$ cat src/rtl/wb_rr_master_arb.sv
// Round-robin arbiter that lets four Wishbone masters share one slave port.
// It holds the grant for a whole burst and has a stall watchdog that aborts the cycle with a bus error.
module wb_rr_master_arb #(
    parameter int NUM_M       = 4,
    parameter int TIMEOUT_CYC = 255
) (
    input  logic                   clk_i,
    input  logic                   rst_i,
    input  logic [NUM_M-1:0]       m_wbd_cyc_i,
    input  logic [NUM_M-1:0]       m_wbd_stb_i,
    input  logic [NUM_M-1:0]       m_wbd_we_i,
    input  logic [NUM_M-1:0]       m_wbd_bry_i,
    input  logic [NUM_M-1:0][31:0] m_wbd_adr_i,
    input  logic [NUM_M-1:0][31:0] m_wbd_dat_i,
    input  logic [NUM_M-1:0][3:0]  m_wbd_sel_i,
    input  logic [NUM_M-1:0][9:0]  m_wbd_bl_i,
    output logic [31:0]            m_wbd_dat_o,
    output logic [NUM_M-1:0]       m_wbd_ack_o,
    output logic [NUM_M-1:0]       m_wbd_lack_o,
    output logic [NUM_M-1:0]       m_wbd_err_o,
    output logic [31:0]            s_wbd_adr_o,
    output logic [31:0]            s_wbd_dat_o,
    output logic [3:0]             s_wbd_sel_o,
    output logic [9:0]             s_wbd_bl_o,
    output logic                   s_wbd_bry_o,
    output logic                   s_wbd_we_o,
    output logic                   s_wbd_cyc_o,
    output logic                   s_wbd_stb_o,
    input  logic [31:0]            s_wbd_dat_i,
    input  logic                   s_wbd_ack_i,
    input  logic                   s_wbd_lack_i,
    input  logic                   s_wbd_err_i,
    output logic [NUM_M-1:0]       grant_o,
    output logic [1:0]             state_o
);

    localparam int IW   = (NUM_M > 1) ? $clog2(NUM_M) : 1;
    localparam int WD_W = (TIMEOUT_CYC > 255) ? $clog2(TIMEOUT_CYC + 1) : 8;

    typedef enum logic [1:0] {
        ST_IDLE  = 2'd0,
        ST_BUSY  = 2'd1,
        ST_ABORT = 2'd2
    } state_t;

    state_t          state, state_nxt;
    logic [NUM_M-1:0] grant;
    logic [IW-1:0]   owner;
    logic [IW-1:0]   last_owner;
    logic [WD_W-1:0] wd;

    logic [NUM_M-1:0] req;
    logic [IW-1:0]    cand;
    logic [IW-1:0]    pick_idx;
    logic             pick_valid;
    logic             done;
    logic             timeout;

    assign req     = m_wbd_cyc_i & m_wbd_stb_i;
    assign grant_o = grant;
    assign state_o = state;

    // Search starts one past the previous owner so every master gets its turn.
    always_comb begin
        cand       = '0;
        pick_idx   = '0;
        pick_valid = 1'b0;
        for (int i = 0; i < NUM_M; i++) begin
            cand = IW'((int'(last_owner) + 1 + i) % NUM_M);
            if (!pick_valid && req[cand]) begin
                pick_idx   = cand;
                pick_valid = 1'b1;
            end
        end
    end

    assign done    = (s_wbd_ack_i & s_wbd_lack_i) | s_wbd_err_i | ~m_wbd_cyc_i[owner];
    assign timeout = (TIMEOUT_CYC != 0) && (wd == WD_W'(TIMEOUT_CYC));

    // A normal completion outranks a timeout that happens in the same cycle.
    always_comb begin
        state_nxt = state;
        case (state)
            ST_IDLE:  if (pick_valid) state_nxt = ST_BUSY;
            ST_BUSY: begin
                if (done)         state_nxt = ST_IDLE;
                else if (timeout) state_nxt = ST_ABORT;
            end
            ST_ABORT: state_nxt = ST_IDLE;
            default:  state_nxt = ST_IDLE;
        endcase
    end

    always_ff @(posedge clk_i or posedge rst_i) begin
        if (rst_i) begin
            state      <= ST_IDLE;
            grant      <= '0;
            owner      <= '0;
            last_owner <= IW'(NUM_M - 1);
            wd         <= '0;
        end else begin
            state <= state_nxt;
            case (state)
                ST_IDLE: begin
                    if (pick_valid) begin
                        owner <= pick_idx;
                        grant <= NUM_M'(1) << pick_idx;
                        wd    <= '0;
                    end
                end
                ST_BUSY: begin
                    if (done) begin
                        grant      <= '0;
                        last_owner <= owner;
                    end else if (s_wbd_ack_i) begin
                        wd <= '0;
                    end else if (m_wbd_stb_i[owner] && wd != {WD_W{1'b1}}) begin
                        wd <= wd + 1'b1;
                    end
                end
                ST_ABORT: begin
                    grant      <= '0;
                    last_owner <= owner;
                end
                default: grant <= '0;
            endcase
        end
    end

    always_comb begin
        m_wbd_dat_o  = s_wbd_dat_i;
        m_wbd_ack_o  = '0;
        m_wbd_lack_o = '0;
        m_wbd_err_o  = '0;
        s_wbd_adr_o  = '0;
        s_wbd_dat_o  = '0;
        s_wbd_sel_o  = '0;
        s_wbd_bl_o   = '0;
        s_wbd_bry_o  = 1'b0;
        s_wbd_we_o   = 1'b0;
        s_wbd_cyc_o  = 1'b0;
        s_wbd_stb_o  = 1'b0;
        if (state == ST_BUSY) begin
            s_wbd_adr_o         = m_wbd_adr_i[owner];
            s_wbd_dat_o         = m_wbd_dat_i[owner];
            s_wbd_sel_o         = m_wbd_sel_i[owner];
            s_wbd_bl_o          = m_wbd_bl_i[owner];
            s_wbd_bry_o         = m_wbd_bry_i[owner];
            s_wbd_we_o          = m_wbd_we_i[owner];
            s_wbd_cyc_o         = m_wbd_cyc_i[owner];
            s_wbd_stb_o         = m_wbd_stb_i[owner];
            m_wbd_ack_o[owner]  = s_wbd_ack_i;
            m_wbd_lack_o[owner] = s_wbd_lack_i;
            m_wbd_err_o[owner]  = s_wbd_err_i;
        end else if (state == ST_ABORT) begin
            m_wbd_err_o[owner] = 1'b1;
        end
    end

endmodule

$ cat config.mk
export PLATFORM = sky130hd
export DESIGN_NAME = wb_rr_master_arb
export DESIGN_NICKNAME = d
export VERILOG_FILES = /design/src/rtl/wb_rr_master_arb.sv
export SDC_FILE = /design/constraint.sdc
export NUM_CORES = 1
export LEC_CHECK = 0
export CAP_MARGIN = 10
export CORE_AREA = 2 2 194 196
export CTS_BUF_LIST = sky130_fd_sc_hd__clkbuf_4 sky130_fd_sc_hd__clkbuf_8
export CTS_CLUSTER_DIAMETER = 30
export DETAILED_ROUTE_END_ITERATION = 8
export DIE_AREA = 0 0 196 198
export PLACE_DENSITY = 0.51
export SYNTH_ARGS = -nofsm -noshare
export SYNTH_HDL_FRONTEND = slang
export SYNTH_SLANG_ARGS = --single-unit
export TNS_END_PERCENT = 50
$ cat constraint.sdc
create_clock -name clk_i -period 4.23 [get_ports clk_i]
set_input_delay 1.0575 -clock clk_i [delete_from_list [all_inputs] [get_ports clk_i]]
set_output_delay 1.0575 -clock clk_i [all_outputs]
set_load 0.02 [all_outputs]
## Word-level counts from Yosys, hierarchy flattened

Cells that the tools add are included.

| cells by class | value |
|---|---|
| add/subtract/negate cells | 5 |
| order comparisons | 6 |
| equal/unequal tests | 9 |
| shift-type cells | 1 |
| multiplexer cells | 60 |
| bitwise operators | 8 |
| reduce and logical (&&, ||, !) cells | 16 |

Operators with widths:

| operator | number |
|---|---|
| 32-bit binary-select mux with 2-bit select | 2 |
| 32-bit 2-to-1 mux | 4 |
| 4-bit 2-to-1 mux | 8 |
| 8-bit 2-to-1 mux | 4 |
| 10-bit binary-select mux with 2-bit select | 1 |
| 10-bit 2-to-1 mux | 2 |
| 1-bit 2-to-1 mux | 17 |
| 4-bit AND | 4 |
| 1-bit binary-select mux with 2-bit select | 8 |
| 2-bit 2-to-1 mux | 8 |
| 8-bit case mux with 2 select lines | 1 |
| 2-bit by 3-bit less-than comparator with 1-bit output (second input constant) | 5 |
| 8-bit by 1-bit adder with 8-bit output (second input constant) | 1 |
| 4-bit binary-select mux with 2-bit select | 1 |
| 8-bit equality test (second input constant) | 1 |
| 8-bit inequality test (second input constant) | 1 |
| 2-bit case mux with 2 select lines | 2 |
| 4-bit case mux with 2 select lines | 1 |
| 2-bit AND reduction | 4 |
| 2-bit adder (second input constant) | 3 |
| 2-bit inequality test (second input constant) | 3 |
| 3-bit inequality test (second input constant) | 2 |
| 1-bit logical AND | 5 |
| 4-bit AND reduction | 1 |
| 12 further kinds | 16 |

| word-level totals | value |
|---|---|
| flip-flop bits (word level) | 18 |
| input port bits | 365 |
| output and inout bits | 132 |
| word-level logic and storage cells | 110 |

## Longest topological paths before layout

Gate-level depths: netlist of run 1.

| logic depth | value |
|---|---|
| depth after elaboration | 16 |
| gate-level depth with buffers | 6 |
| mapped depth without buffers | 6 |

## Worst setup path before layout of run 1

OpenSTA, ideal clock, no wires.

| timing path | value |
|---|---|
| kind | input port to output port |
| start | input port m_wbd_stb_i[3] |
| end | output port s_wbd_stb_o |
| arrival | 1.808 ns |
| required time | 3.173 ns |
| path slack | 1.365 ns |
| cell stages on the path | 2 |
| path buffers | 0 |
| cells stage by stage | mux4_2 and2_1 |

| between the ends | value |
|---|---|
| cells in the longest elaborated chain, start to end | 3 |

RTL lines:

| what | line | source |
|---|---|---|
| start, declared | 10 | `input logic [NUM_M-1:0] m_wbd_stb_i,` |
| 1-bit binary-select mux with 2-bit select | 151 | `s_wbd_stb_o = m_wbd_stb_i[owner];` |
| 1-bit 2-to-1 mux (implied by the code) | 151 |  |
| 1-bit 2-to-1 mux | 143 | `if (state == ST_BUSY) begin` |
| end, declared | 28 | `output logic s_wbd_stb_o,` |

Every way passes these cells. The select of a mux whose other input is x is not followed.

## Final worst setup path of run 1

Ends and elaborated chain as after synthesis.

==> results of run 1 <==
## area by class of cell
type | count | area [sq um] | share of cell area, %
diodes | 2 | 5.00 | 0.0582
clock buffers | 4 | 55.1 | 0.640
inverters | 3 | 11.3 | 0.131
multi-input cells | 273 | 3030 | 35.3
flip-flops and latches | 18 | 460 | 5.36
well taps | 474 | 593 | 6.90
repair buffers | 441 | 4440 | 51.7
## metal layers
metal  track usage, %  wire, um
met2             19.9     12300
met4             2.05       117
met5                0         0
met1             14.6      9870
met3             2.67      1990
## power by group through the flow
stage | sequential [mW] | clock (mW) | combinational [mW]
6_report | 0.392 | 0.137 | 3.42
2_1_floorplan | 0.259 | 0 | 2.06
3_5_place_dp | 0.403 | 0 | 3.48
4_1_cts | 0.398 | 0.143 | 3.50
5_1_grt | 0.412 | 0.149 | 3.64
3_3_place_gp | 0.398 | 0 | 3.49
## registers in the layout, indices dropped and copies added, names as in the netlist
register	cells
grant_o	4
wd	8
state_o	2
owner	2
last_owner	2
## worst max-delay path, stage by stage
cell             delay [ns]
clkdlybuf4s50_1        0.46
mux4_2                 0.57
and2_1                 0.19
clkdlybuf4s50_1        0.53
## through the flow
stage / cell area [sq um] / power (mW) / utilization (%) / hold slack (ns)
after global placement: 8540 / 3.89 / 23.1 / 0.486
after global routing: 8600 / 4.20 / 23.3 / 0.533
after CTS: 8590 / 4.05 / 23.3 / 0.514
after detailed placement: 8540 / 3.88 / 23.1 / 0.497
after floorplan: 3870 / 2.31 / - / 0.462
final: 8600 / 3.95 / 23.3 / 0.498
## worst min-delay path by stage
stage | to | cells after the start
6_report | grant_o[3]$_DFFE_PP0P_ | 1
5_1_grt | grant_o[3]$_DFFE_PP0P_ | 1
4_1_cts | grant_o[3]$_DFFE_PP0P_ | 1
3_5_place_dp | grant_o[3]$_DFFE_PP0P_ | 1
3_3_place_gp | grant_o[2]$_DFFE_PP0P_ | 1
2_1_floorplan | wd[4]$_DFFE_PP0P_ | 1
## cells by family (layout without fill, tap and decap cells)
logic type	after synthesis	after routing	synth area share, %
muxes	85	85	48.6
buffers and inverters	64	448	10.1
AOI/OAI and AO/OA	42	42	7.93
and+or+nand+nor	145	145	21.3
other	0	2	0
DFF	18	18	11.7
adders and majority gates	1	1	0.324
## cell usage in the layout (no fill, tap or decap), types with 2 or more instances in the layout
master	synthesis	routed
clkdlybuf4s50_1	0	432
and2_1	84	84
mux4_2	82	82
nand2_1	17	17
nor2_1	16	16
dfrtp_1	16	14
a21oi_1	8	8
o21ai_0	7	7
nand3_1	6	6
nor3_1	5	5
nand2b_1	5	5
buf_4	33	5
a22o_1	4	4
a31oi_1	4	4
clkbuf_8	0	4
buf_12	0	4
nand4_1	3	3
mux2_2	3	3
inv_1	3	3
and3_1	3	3
diode_2	0	2
o21a_1	2	2
o31ai_1	2	2
o2bb2ai_1	2	2
dfstp_2	2	2
dfrtp_4	0	2
==> summary.md, run 1 <==
| Metric | Value |
|---|---|
| Post-CTS setup buffer count | `0` |
| Most common cell in the netlist | `and2_1` |
| DR DRC count | `0` |
| # IOs | `497` |
| Sequential Power Share | `9.9%` |
| CTS clk-pin slew, worst paths | `0.07 ns` |
| Mean Syn Cell Area | `10.9 sq um` |
| Die ar. | `38800 sq um` |
| Latest clock arrival within the worst-skew pair | `0.25 ns` |
| Tightest Hold Check Type | `reg2reg` |
| Drt pass-1 iters | `4` |
| Status | `completed` |
| H-tree depth | `1` |
| Sw Ratio | `44.7%` |
| Fin Clk Skew | `0.00501 ns` |
| Comb pwr share | `86.6%` |
| Remaining antenna violation count | `0` |
| Total Routed Length | `24300 um` |
| Initial core utilization | `10.5%` |
| PortBufs | `432` |
| Synth top area share | `47.8%` |
| Slew HR | `46.1%` |
| Top cells by count, synth | `and2_1, mux4_2, buf_4, clkbuf_1, nand2_1` |
| Final setup fails | `0` |
| Post-synth top area cell | `mux4_2` |
| Vias in the first global route | `4911` |
| Row cnt | `71` |
| Via count | `4693` |
| Max Freq | `258 MHz` |
| Pint | `2.18 mW` |
| Final HPWL DP | `20700 um` |
| Filler instances | `3992` |
| CTS max path bufs | `2` |
| Switching component of the power | `1.76 mW` |
| Most used flip-flop cell after synthesis | `dfrtp_1` |
| Clock Power Share | `3.5%` |
| Hold-fix buffers at CTS | `0` |
| FFs w/ async S/R, synth | `100%` |
| Resize count post-CTS | `0` |
| Die W | `196 um` |
| Pwr dens | `459 nW/um^2` |
| YS warnings | `0` |
| Crit. Startpoint | `m_wbd_stb_i[3]` |
| Measured slew at the worst slew-check pin | `0.808 ns` |
| Critical path endpoint category | `output port` |
| Die H | `198 um` |
| Drt wl/cell | `20.0 um` |
| Synth cell types | `44` |
| Routed vias/inst | `3.86` |
| Critical Path AT | `2.82 ns` |
| Setup ws final | `0.355 ns` |
| Number of antenna violations at the first check in global routing | `2` |
| Largest net degree at the start of global routing | `55` |
| Area Growth Syn to Fin | `122%` |
| Slew Limit Fails | `0` |
| Core area | `37000 sq um` |
| Syn Inst Count | `355` |
| Starting DRT DRC Count | `167` |
| Kind of critical path | `in2out` |
| Netlist Area Pre-Place | `3870 sq um` |
| Final period util | `91.6%` |
| Non-filler cells, final | `1215` |
| Worst R2R End | `wd[0]$_DFFE_PP0P_` |
| Hold Startpoint | `grant_o[3]$_DFFE_PP0P_` |
| Number of synthesized register bits | `18` |
| Global route total overflow | `0` |
| R2R cell count | `4` |
| Max IR drop VDD | `0.000187 V` |
| Fin Setup TNS | `0 ns` |
| Seq/Total Area, Yosys | `11.7%` |
| Maxcap violations | `0` |
| Final #Nets | `1106` |
| CP Capture Point | `s_wbd_stb_o` |
| Total GRT Usage | `11.5%` |
| Critical path fanouts, max | `5` |
| Worst R2R Start | `owner[1]$_DFFE_PP0P_` |
| Startpoint types | `input pin` |
| Syn nets | `721` |
| Flop-to-flop setup slack | `1.89 ns` |
| Pleak | `2.95 nW` |
| Fraction of layout cells with a size suffix above 1 | `15.0%` |
| Routability Congestion | `0.769` |
| RSZ-0062 raised after global routing | `false` |
| Placed cells | `1209` |
| EDFF count, synth | `0` |
| CTS tree | `built` |
| Pre-CTS setup slack | `0.350 ns` |
| Minimum clock period | `3.87 ns` |
| CTS sink cnt | `18` |
| WP data required | `3.17 ns` |
| Final Hold Viols | `0` |
| CTS Buf Count | `3` |
| Global-route wire length before repair | `33100 um` |
| Top post-synthesis cells by area | `mux4_2, and2_1, dfrtp_1, buf_4, clkbuf_1` |
| Root Buffer | `clkbuf_8` |
(Power assumes the default switching activity.)
==> inputs of run 2 (changes only) <==
SETUP_SLACK_MARGIN = 0.5   (was unset)
==> run 2 against run 1 <==
Sequential share of layout area barely moved. Clock skew barely moved. Worst setup slack improved by 0.14 ns. Sequential cell count did not move. Critical path depth did not move. First-iteration DRC count rose by 7.8%. Routed wire length rose by 0.24%. Non-clock buffer count rose by 1. Register-to-register slack got worse by 0.07 ns. Power fell by 2.1%. Largest cell class unchanged. Largest power group unchanged. Highest routed layer unchanged.
==> summary.md, run 2 (same netlist as run 1, synthesis figures left out) <==
| Metric | Value |
|---|---|
| Status | `completed` |
| Startpoint types | `input pin` |
| Final #Nets | `1107` |
| Remaining antenna violation count | `0` |
| Kind of critical path | `in2out` |
| Final HPWL DP | `20700 um` |
| Critical Path AT | `2.68 ns` |
| Hold Startpoint | `grant_o[3]$_DFFE_PP0P_` |
| Die W | `196 um` |
| Fin Clk Skew | `0.00507 ns` |
| Worst R2R End | `wd[0]$_DFFE_PP0P_` |
| GR Util met3 | `2.67%` |
| Final Hold Viols | `0` |
| Die H | `198 um` |
| Row cnt | `71` |
| Crit path buf inv count | `2` |
| PortBufs | `432` |
| Starting DRT DRC Count | `180` |
| CTS Buf Count | `3` |
| Fin Setup TNS | `0 ns` |
| Drt wl/cell | `20.0 um` |
| CTS clk-pin slew, worst paths | `0.07 ns` |
| Final setup fails | `0` |
| Total GRT Usage | `11.5%` |
| Hold depth | `1` |
| Global-route wire length before repair | `33200 um` |
| Hold Path End | `grant_o[3]$_DFFE_PP0P_` |
| Number of antenna violations at the first check in global routing | `2` |
| H-tree depth | `1` |
| Slew Limit Fails | `0` |
| Commonest non-fill, non-tap cells in the layout | `clkdlybuf4s50_1, and2_1, mux4_2` |
| Routability Congestion | `0.769` |
| WP depth | `4` |
| Minimum clock period | `3.74 ns` |
| Crit-path most repeated cell | `clkdlybuf4s50_1` |
| CTS max path bufs | `2` |
| Final period util | `88.3%` |
| Pwr dens | `448 nW/um^2` |
| Vias in the first global route | `4930` |
| GR Util met2 | `20.0%` |
| Slew HR | `45.8%` |
| Critical path endpoint category | `output port` |
| GRT met1 Usage | `14.6%` |
| Filler instances | `3995` |
| Max Freq | `268 MHz` |
| Pleak | `3.31 nW` |
| Maxcap violations | `0` |
| Max reg flops | `8` |
| Commonest non-fill, non-tap cell in the layout | `clkdlybuf4s50_1` |
| Total power | `3.87 mW` |
| Initial core utilization | `10.5%` |
| Drt pass-1 iters | `4` |
| Largest reg by FF count | `wd` |
| DR DRC count | `0` |
| Tightest Hold Check Type | `reg2reg` |
| Critical-path top delay cell | `clkdlybuf4s50_1` |
| Root Buffer | `clkbuf_8` |
| Slowest stage delay, CP | `0.55 ns` |
| R2R cell count | `5` |
| CP Cell Sequence | `clkdlybuf4s50_1 -> mux4_2 -> and2_1 -> clkdlybuf4s50_1` |
| # IOs | `497` |
| Critical path fanouts, max | `1` |
| WP data required | `3.17 ns` |
| Routed vias/inst | `3.87` |
| GRT Max-Usage Layer | `met2` |
| Global route total overflow | `0` |
| Max IR drop VDD | `0.000187 V` |
| RSZ-0062 raised after global routing | `true` |
| Measured slew at the worst slew-check pin | `0.813 ns` |
| CTS tree | `built` |
| Fraction of layout cells with a size suffix above 1 | `15.1%` |
| Worst R2R Start | `owner[1]$_DFFE_PP0P_` |
| Total Routed Length | `24300 um` |
| CTS sink cnt | `18` |
| Flop-to-flop setup slack | `1.82 ns` |
| Area Growth Syn to Fin | `123%` |
| Latest clock arrival within the worst-skew pair | `0.25 ns` |
| Die ar. | `38800 sq um` |
| Largest net degree at the start of global routing | `55` |
| Via count | `4709` |
| Core area | `37000 sq um` |
| Top delay family on crit path | `buffers and inverters` |
==> run 2: what timing repair did <==
action / in CTS / in global routing
setup endpoints to repair: 49 / 44
hold buffers: 0 / 0
resized for setup: 23 / 20
endpoints found under the hold margin: 0 / 0
setup buffers: 1 / 0
==> run 2: layout make-up <==
class                      instances  area, sq um  share of cell area [%]
antenna                            2         5.00                  0.0580
timing repair buffer             442         4470                    51.8
tap                              474          593                    6.88
inverter                           3         11.3                   0.131
multi-input combinational        273         3030                    35.2
clock buffer                       4         55.1                   0.638
sequential                        18          460                    5.34
==> run 2: metrics by stage <==
| stage | setup WS, ns | area, sq um | instances | hold slack (ns) | utilization [%] |
|---|---|---|---|---|---|
| finish | 0.495 | 8620 | 1216 | 0.499 | 23.3 |
| global route | 0.466 | 8620 | 1216 | 0.533 | 23.3 |
| CTS | 0.452 | 8570 | 1214 | 0.514 | 23.2 |
| detailed placement | 0.350 | 8540 | 1209 | 0.497 | 23.1 |
| global placement | 0.343 | 8540 | 1209 | 0.486 | 23.1 |
| floorplan | 1.36 | 3870 | 355 | 0.462 | - |
==> run 2: how the worst max path moves through the flow <==
stage / startpoint / endpoint
after floorplan: m_wbd_stb_i[3] / s_wbd_stb_o
after global placement: m_wbd_sel_i[9] / s_wbd_sel_o[1]
after detailed placement: m_wbd_stb_i[3] / s_wbd_stb_o
after CTS: m_wbd_stb_i[3] / s_wbd_stb_o
after global routing: m_wbd_dat_i[104] / s_wbd_dat_o[8]
final: m_wbd_bl_i[38] / s_wbd_bl_o[8]
==> run 2: per-layer routing <==
| metal | vias up | wire [um] |
|---|---|---|
| met1 | 2311 | 10000 |
| met3 | 8 | 1860 |
| met2 | 269 | 12300 |
| li1 | 2121 | - |
| met5 | - | 0 |
| met4 | 0 | 117 |
==> run 2: worst reg2reg max path, cell delays in order, from the launching register on <==
cell,delay (ns)
dfrtp_4,0.92
mux4_2,0.62
buf_4,0.17
o31a_4,0.13
and3_4,0.21
mux2_2,0.25
==> run 2: power by group <==
| part | internal, mW | leakage, nW | total, mW | switching, mW |
|---|---|---|---|---|
| clock | 0.0825 | 0.0288 | 0.137 | 0.0546 |
| sequential | 0.217 | 0.235 | 0.392 | 0.175 |
| combinational | 1.81 | 3.05 | 3.34 | 1.53 |
| total | 2.11 | 3.31 | 3.87 | 1.76 |
==> inputs of run 3 (changes only) <==
CORE_AREA = 4 4 191 193   (was 2 2 194 196)
DIE_AREA = 0 0 195 197   (was 0 0 196 198)
PLACE_DENSITY = 0.53   (was 0.51)
==> run 3 against run 2 <==
Combinational power rose by 2%. Fmax fell by 0.45%. Clock skew rose by 0.00086 ns. First-iteration DRC count fell by 6.1%. Sequential cell count did not move. Utilization rose by 1.5 points. Count of clock-buffer cells in the layout did not move. Die area fell by 1.0%. Sequential share of layout area barely moved. Hold slack barely moved. Critical path depth did not move. Critical endpoint is now s_wbd_bl_o[3]. Largest power group unchanged. Highest routed layer unchanged.
==> summary.md, run 3 (same netlist as run 1, synthesis figures left out) <==
| Metric | Value |
|---|---|
| Startpoint types | `input pin` |
| Slew Limit Fails | `0` |
| Fin Clk Skew | `0.00593 ns` |
| Max IR drop VDD | `0.000211 V` |
| CTS clk-pin slew, worst paths | `0.07 ns` |
| Via count | `4719` |
| R2R cell count | `6` |
| Max Freq | `266 MHz` |
| Final Util | `24.8%` |
| Die W | `195 um` |
| Worst R2R End | `wd[0]$_DFFE_PP0P_` |
| Sequential Power Share | `7.4%` |
| DR DRC count | `0` |
| Clock Power Share | `3.7%` |
| Pwr dens | `447 nW/um^2` |
| Hold Startpoint | `grant_o[2]$_DFFE_PP0P_` |
| Sw Ratio | `45.3%` |
| CTS sink cnt | `18` |
| Critical path endpoint category | `output port` |
| Starting DRT DRC Count | `169` |
| Final HPWL DP | `21400 um` |
| Number of antenna violations at the first check in global routing | `1` |
| WP data required | `3.17 ns` |
| Final Hold Viols | `0` |
| Root Buffer | `clkbuf_8` |
| Measured slew at the worst slew-check pin | `0.735 ns` |
| Largest net degree at the start of global routing | `54` |
| Kind of critical path | `in2out` |
| PortBufs | `432` |
| # IOs | `497` |
| Latest clock arrival within the worst-skew pair | `0.25 ns` |
| CP Cell Sequence | `clkdlybuf4s50_1 -> mux4_2 -> and2_1 -> clkdlybuf4s50_1` |
| Fin Setup TNS | `0 ns` |
| Routed vias/inst | `3.95` |
| Commonest non-fill, non-tap cells in the layout | `clkdlybuf4s50_1, and2_1, mux4_2` |
| Slew HR | `50.9%` |
| Row cnt | `68` |
| Final setup fails | `0` |
| Largest reg by FF count | `wd` |
| Pleak | `3.29 nW` |
| Die ar. | `38400 sq um` |
| Total GRT Usage | `11.9%` |
| Commonest non-fill, non-tap cell in the layout | `clkdlybuf4s50_1` |
| Final period util | `88.7%` |
| Top delay family on crit path | `buffers and inverters` |
| Pint | `2.10 mW` |
| Hold-fix buffers at CTS | `0` |
| Crit path buf inv count | `2` |
| Area Growth Syn to Fin | `122%` |
| Critical-path top delay cell | `clkdlybuf4s50_1` |
| Critical Path AT | `2.69 ns` |
| Status | `completed` |
| RSZ-0062 raised after global routing | `true` |
| Global route total overflow | `0` |
| Remaining antenna violation count | `0` |
| H-tree depth | `1` |
| Worst R2R Start | `owner[0]$_DFFE_PP0P_` |
| Slowest stage delay, CP | `0.56 ns` |
| Maxcap violations | `0` |
| Minimum clock period | `3.75 ns` |
| Core area | `34500 sq um` |
| Crit-path most repeated cell | `clkdlybuf4s50_1` |
| Critical path fanouts, max | `1` |
| Routability Congestion | `0.851` |
| Fraction of layout cells with a size suffix above 1 | `15.0%` |
| CTS Buf Count | `3` |
| Max reg flops | `8` |
| Switching component of the power | `1.74 mW` |
| Drt pass-1 iters | `4` |
| Hold depth | `1` |
| CTS tree | `built` |
| Hold Path End | `grant_o[2]$_DFFE_PP0P_` |
| Comb pwr share | `88.9%` |
| Vias in the first global route | `5190` |
| Tightest Hold Check Type | `reg2reg` |
| Initial core utilization | `11.2%` |
| Die H | `197 um` |
| Global-route wire length before repair | `35200 um` |
| Total Routed Length | `25000 um` |
| CTS max path bufs | `2` |
| Flop-to-flop setup slack | `2.01 ns` |
| Final #Nets | `1106` |
| Drt wl/cell | `20.9 um` |
run 3: cell count changes in the layout (fill, tap and decap cells not counted):
cell,before,now
dlygate4sd2_1,23,22
diode_2,2,1
buf_12,4,3
buf_6,0,1
buf_4,6,5
a21boi_0,0,1
a21boi_1,1,0
dlymetal6s2s_1,19,18
clkdlybuf4s50_1,390,392
run 3: repair_timing:
action                     4_1_cts  5_1_grt
setup endpoints to repair       45       44
resized for setup               22       19
buffers inserted                 1        0
run 3: cell type report:
type	count	area, sq um
fill	3747	26000
timing repair buffer	441	4450
multi-input combinational	273	3030
tap	455	569
sequential	18	460
clock buffer	4	55.1
inverter	3	11.3
antenna	1	2.50
run 3: layer usage:
metal / track usage, % / part of all wire (%) / vias to the layer above / routed length, um
li1: - / - / 2124 / -
met1: 15.2 / 40 / 2303 / 9980
met2: 21.1 / 50 / 282 / 12600
met3: 3.28 / 8.9 / 10 / 2240
met4: 0.905 / 0.68 / 0 / 170
met5: 0 / 0 / - / 0
run 3: worst max-delay path by stage:
stage / start / endpoint / slack, ns / cells past startpoint
global placement: m_wbd_stb_i[3] / s_wbd_stb_o / 0.28 / 4
CTS: m_wbd_bl_i[28] / s_wbd_bl_o[8] / 0.46 / 4
detailed placement: m_wbd_stb_i[3] / s_wbd_stb_o / 0.28 / 4
global route: m_wbd_dat_i[36] / s_wbd_dat_o[4] / 0.46 / 4
finish: m_wbd_bl_i[23] / s_wbd_bl_o[3] / 0.48 / 4
floorplan: m_wbd_stb_i[3] / s_wbd_stb_o / 1.36 / 2
run 3: power groups by stage:
stage               combinational, mW  clock, mW  sequential (mW)
floorplan                        2.06          0            0.259
detailed placement               3.54          0            0.289
global placement                 3.56          0            0.288
CTS                              3.51      0.146            0.287
global route                     3.65      0.154            0.293
finish                           3.41      0.142            0.282
run 3: metrics by stage:
step                hold WS [ns]  power (mW)  cells  setup slack (ns)  area, sq um
floorplan                  0.462        2.31    355              1.36         3870
global placement           0.493        3.85   1189             0.280         8490
detailed placement         0.492        3.83   1189             0.276         8490
CTS                        0.511        3.95   1194             0.459         8530
global route               0.529        4.09   1194             0.455         8580
finish                     0.498        3.84   1195             0.478         8580
